<file path="config.mk">
export PLATFORM = sky130hd
export DESIGN_NAME = lzc_pipe
export DESIGN_NICKNAME = d
export VERILOG_FILES = /design/src/rtl/lzc_pipe.sv
export SDC_FILE = /design/constraint.sdc
export NUM_CORES = 1
export LEC_CHECK = 0
export CAP_MARGIN = 30
export CORE_ASPECT_RATIO = 0.7
export CORE_UTILIZATION = 52
export DETAILED_ROUTE_END_ITERATION = 8
export PLACE_DENSITY = 0.86
export SYNTH_ARGS = -nofsm -noshare
export SYNTH_HDL_FRONTEND = slang
export SYNTH_SLANG_ARGS = --single-unit
export TNS_END_PERCENT = 100
</file>
<file path="constraint.sdc">
create_clock -name clk -period 5.1 [get_ports clk]
set_input_delay 0.765 -clock clk [delete_from_list [all_inputs] [get_ports clk]]
set_output_delay 0.765 -clock clk [all_outputs]
set_load 0.02 [all_outputs]
</file>
<file path="src/rtl/lzc_pipe.sv">
// Leading/trailing zero/one counter, two-stage elastic pipeline (normalise, then binary search).
// Latency: operand presented in cycle t yields out_valid in cycle t+2; one result per cycle.
// Backpressure: out_ready=0 with both stages full drops in_ready; outputs hold until taken.
module lzc_pipe #(
    parameter int DATAWIDTH = 32,
    parameter int CNTW      = $clog2(DATAWIDTH) + 1
) (
    input  logic                 clk,
    input  logic                 resetn,
    input  logic                 in_valid,
    output logic                 in_ready,
    input  logic [DATAWIDTH-1:0] in_data,
    input  logic [1:0]           in_mode,
    output logic                 out_valid,
    input  logic                 out_ready,
    output logic [DATAWIDTH-1:0] out_cnt,
    output logic                 out_full
);

    localparam int LVL = $clog2(DATAWIDTH);

    logic                 s1_valid;
    logic [DATAWIDTH-1:0] s1_u;
    logic                 s2_valid;
    logic [CNTW-1:0]      s2_cnt;
    logic                 s2_full;

    logic                 s2_load;
    logic                 in_xfer;
    logic [DATAWIDTH-1:0] inv;
    logic [DATAWIDTH-1:0] norm;
    logic [DATAWIDTH-1:0] win;
    logic [CNTW-1:0]      acc;
    logic [CNTW-1:0]      search_cnt;
    logic                 search_full;

    assign s2_load  = !s2_valid || out_ready;
    // Gated by resetn so no operand is offered acceptance while reset is held.
    assign in_ready = resetn && (!s1_valid || s2_load);
    assign in_xfer  = in_valid && in_ready;

    // Mode bit 0 selects ones (invert), bit 1 selects trailing (bit-reverse).
    always_comb begin
        inv  = in_data ^ {DATAWIDTH{in_mode[0]}};
        norm = inv;
        if (in_mode[1]) begin
            for (int i = 0; i < DATAWIDTH; i++) begin
                norm[i] = inv[DATAWIDTH-1-i];
            end
        end
    end

    // The live window is always kept left-aligned in win, so its upper half is the top bits.
    always_comb begin
        win = s1_u;
        acc = '0;
        for (int k = 0; k < LVL; k++) begin
            if ((win >> (DATAWIDTH - (DATAWIDTH >> (k + 1)))) == '0) begin
                acc = acc + CNTW'(DATAWIDTH >> (k + 1));
                win = win << (DATAWIDTH >> (k + 1));
            end
        end
        search_cnt  = acc + {{(CNTW-1){1'b0}}, ~win[DATAWIDTH-1]};
        search_full = (s1_u == '0);
    end

    always_ff @(posedge clk) begin
        if (in_xfer) begin
            s1_u <= norm;
        end
    end

    always_ff @(posedge clk) begin
        if (!resetn) begin
            s1_valid <= 1'b0;
            s2_valid <= 1'b0;
            s2_cnt   <= '0;
            s2_full  <= 1'b0;
        end else begin
            if (in_xfer) begin
                s1_valid <= 1'b1;
            end else if (s2_load) begin
                s1_valid <= 1'b0;
            end
            if (s2_load) begin
                s2_valid <= s1_valid;
                if (s1_valid) begin
                    s2_cnt  <= search_cnt;
                    s2_full <= search_full;
                end
            end
        end
    end

    assign out_valid = s2_valid;
    assign out_cnt   = {{(DATAWIDTH-CNTW){1'b0}}, s2_cnt};
    assign out_full  = s2_full;

endmodule
</file>
==> metrics <==
fin crit share about two thirds; Post-synth top cells xnor2_1, edfxtp_1, mux2i_1; synth warn 0; Final Setup Violations 0; initial antenna violation count 0; Detailed Route WL between 5000 and 6000 um; Hold Path Class reg -> reg; layout cell share with drive strength beyond 1 ~7.6%; vias per cell roughly 5.3; Switch Pwr around 200 uW; placed insts roughly 340; Syn Area/Cell about 11 um^2; sequential share of the synthesized area approximately 44%; ranking of synthesized cells by area edfxtp_1, mux2i_1, xnor2_1, buf_4, dfxtp_1; DRC errors left 0; Sequential Area about 1100 um^2; total gr overflow 0; Worst-Margin Slew between 0.8 and 0.9 ns; P_int roughly 600 uW; CTS root buf clkbuf_8; Die Ht 61.2 um; top-count cell post-synth xnor2_1; Final TNS setup 0 ns; H-tree depth 2; Initial Utilization 54.2%; sw frac around 25%; f_max ~290 MHz; Non-Filler Instances approximately 340; ys async rst share 0%; Diodes inserted 0; cts repair resizes 0; cell taking the most area after synthesis edfxtp_1; outcome completed; post-DR wirelength/cell between 10 and 15 um; Vias roughly 1800; worst clock skew around 0.0058 ns; fillers between 300 and 400; number of global-route vias before repair around 1700; clk_lat worst skew about 0.30 ns; CTS tree built; pre-CTS WS ~1.7 ns; CTS Buffer Depth 2; Yosys cell types 45; final core occ 65.1%; Clock Power Share between 30% and 40%; GRT Util Overall slightly above 20%; final RePlAce weighted congestion a little over 0.9; Post-DP Area 3020 um^2; Setup crit end kind flip-flop; Post-Syn Instances roughly 230; P&R area growth vs syn 20.1%; Yosys top cell area share 36.9%; CP Class reg -> reg; Slew Viols, Final 0; Boundary Pins 73; # nets final 313; Clock transition at path regs 0.07 ns; most used flip-flop cell after synthesis edfxtp_1; HPWL Detailed 3860 um; crit path launch type flip-flop; Lkg Pwr between 0.001 and 0.0015 uW; Hold Vio Cnt, Final 0; crit path max fanout 8; Die X slightly below 90 um; min cycle time layout between 3 and 4 ns; Antenna Nets Post-Route 0; setup bufs post-CTS 0; Peak VDD IR ~0.11 mV; PortBufs 46; MaxCap Viol Count 0; CTS Buf Count 5; clk sinks around 40; FF+latch count, synth between 40 and 50; sequential share of power between 40% and 50%; RSZ-0062 raised after global routing false; Req. time, crit path roughly 5.3 ns; PnR worst setup slack 1.68 ns; PD cells 258 nW/um^2; Pre-antenna DRT Iters 4; Core ar. between 4000 and 5000 um^2; Reg2Reg Setup Slack around 1.7 ns; # rows 21; largest net degree at the start of global routing 33; multi-input logic area around 1300 um^2; EDFF count, synth 32; Gate power share 18.4%; Synth Cell Area approximately 2600 um^2; Rel. slew slack roughly two fifths; first-pass GRT wire length around 8000 um; die area about 5300 um^2; Hold Buf Count CTS 0; Worst EP arrival 3.59 ns; Design Area, Final approximately 3100 um^2; First DRT Iteration DRCs between 100 and 150
==> path summary, 6_finish.rpt <==
kind / startpoint / depth (start not counted) / endpoint
min reg2reg: s2_cnt[1]$_SDFFE_PN0P_ / 2 / s2_cnt[1]$_SDFFE_PN0P_
min: s2_cnt[1]$_SDFFE_PN0P_ / 2 / s2_cnt[1]$_SDFFE_PN0P_
max: s1_u[29]$_DFFE_PP_ / 10 / s2_cnt[4]$_SDFFE_PN0P_
max reg2reg: s1_u[29]$_DFFE_PP_ / 10 / s2_cnt[4]$_SDFFE_PN0P_
==> through the flow <==
stage | hold WS (ns) | total power (uW)
floorplan | 0.495 | 518
global placement | 0.452 | 554
detailed placement | 0.462 | 557
CTS | 0.472 | 814
global route | 0.509 | 843
finish | 0.469 | 808
==> cells in the final DEF (no fill, tap or decap), drive strengths merged, types with 6 or more instances in the layout <==
master         synthesis  final
nor2                   6      6
nand2                  8      8
clkdlybuf4s50          0     44
nor4                   7      7
conb                   1     26
xnor2                 33     33
edfxtp                32     32
mux2i                 32     32
dfxtp                  9      9
clkbuf                 6      6
==> power by group through the flow <==
stage / registers [uW] / clock network (uW) / logic, uW
6_report: 401 / 258 / 149
5_1_grt: 403 / 277 / 163
4_1_cts: 401 / 264 / 149
3_5_place_dp: 408 / 0 / 149
3_3_place_gp: 408 / 0 / 146
2_1_floorplan: 405 / 0 / 113
==> cell type report <==
cell class                 count  share of cell area, %
tap                           69                   2.76
sequential                    41                   36.4
timing repair buffer          49                   15.1
clock buffer                   6                   2.32
inverter                       3                  0.360
clock inverter                 2                   1.24
multi-input combinational    174                   41.8
==> logic make-up after synthesis <==
family / synth area share, %
AND/OR/NAND/NOR: 9.07
buffers and inverters: 9.64
flip-flops: 43.8
other: 0.144
multiplexers: 12.3
AO/OA/AOI/OAI: 13.5
XOR/XNOR: 11.1
adder cells (fa/ha/maj): 0.480
==> flip-flops by register name (all words and copies together), names as in the netlist <==
name	count
s1_valid	1
out_full	1
out_valid	1
s2_cnt	6
s1_u	32
==> routing by layer <==
metal,GRT usage [%],part of all wire (%),wire (um)
met1,26.8,47,2340
met2,32.8,46,2320
met3,6.57,6.2,310
met4,7.38,0.92,46
met5,0,0,0
==> worst max-delay path, stage by stage, from the launching register on <==
cell and delay [ns]:
edfxtp_1 0.43, or4_4 0.57, or4_4 0.62, o221a_4 0.35, a221oi_1 0.32, nand2_1 0.16, nor2_1 0.13, ha_1 0.19
nand2_1 0.07, o311ai_0 0.33, a21boi_0 0.13
Power figures use the tool's default switching activity.
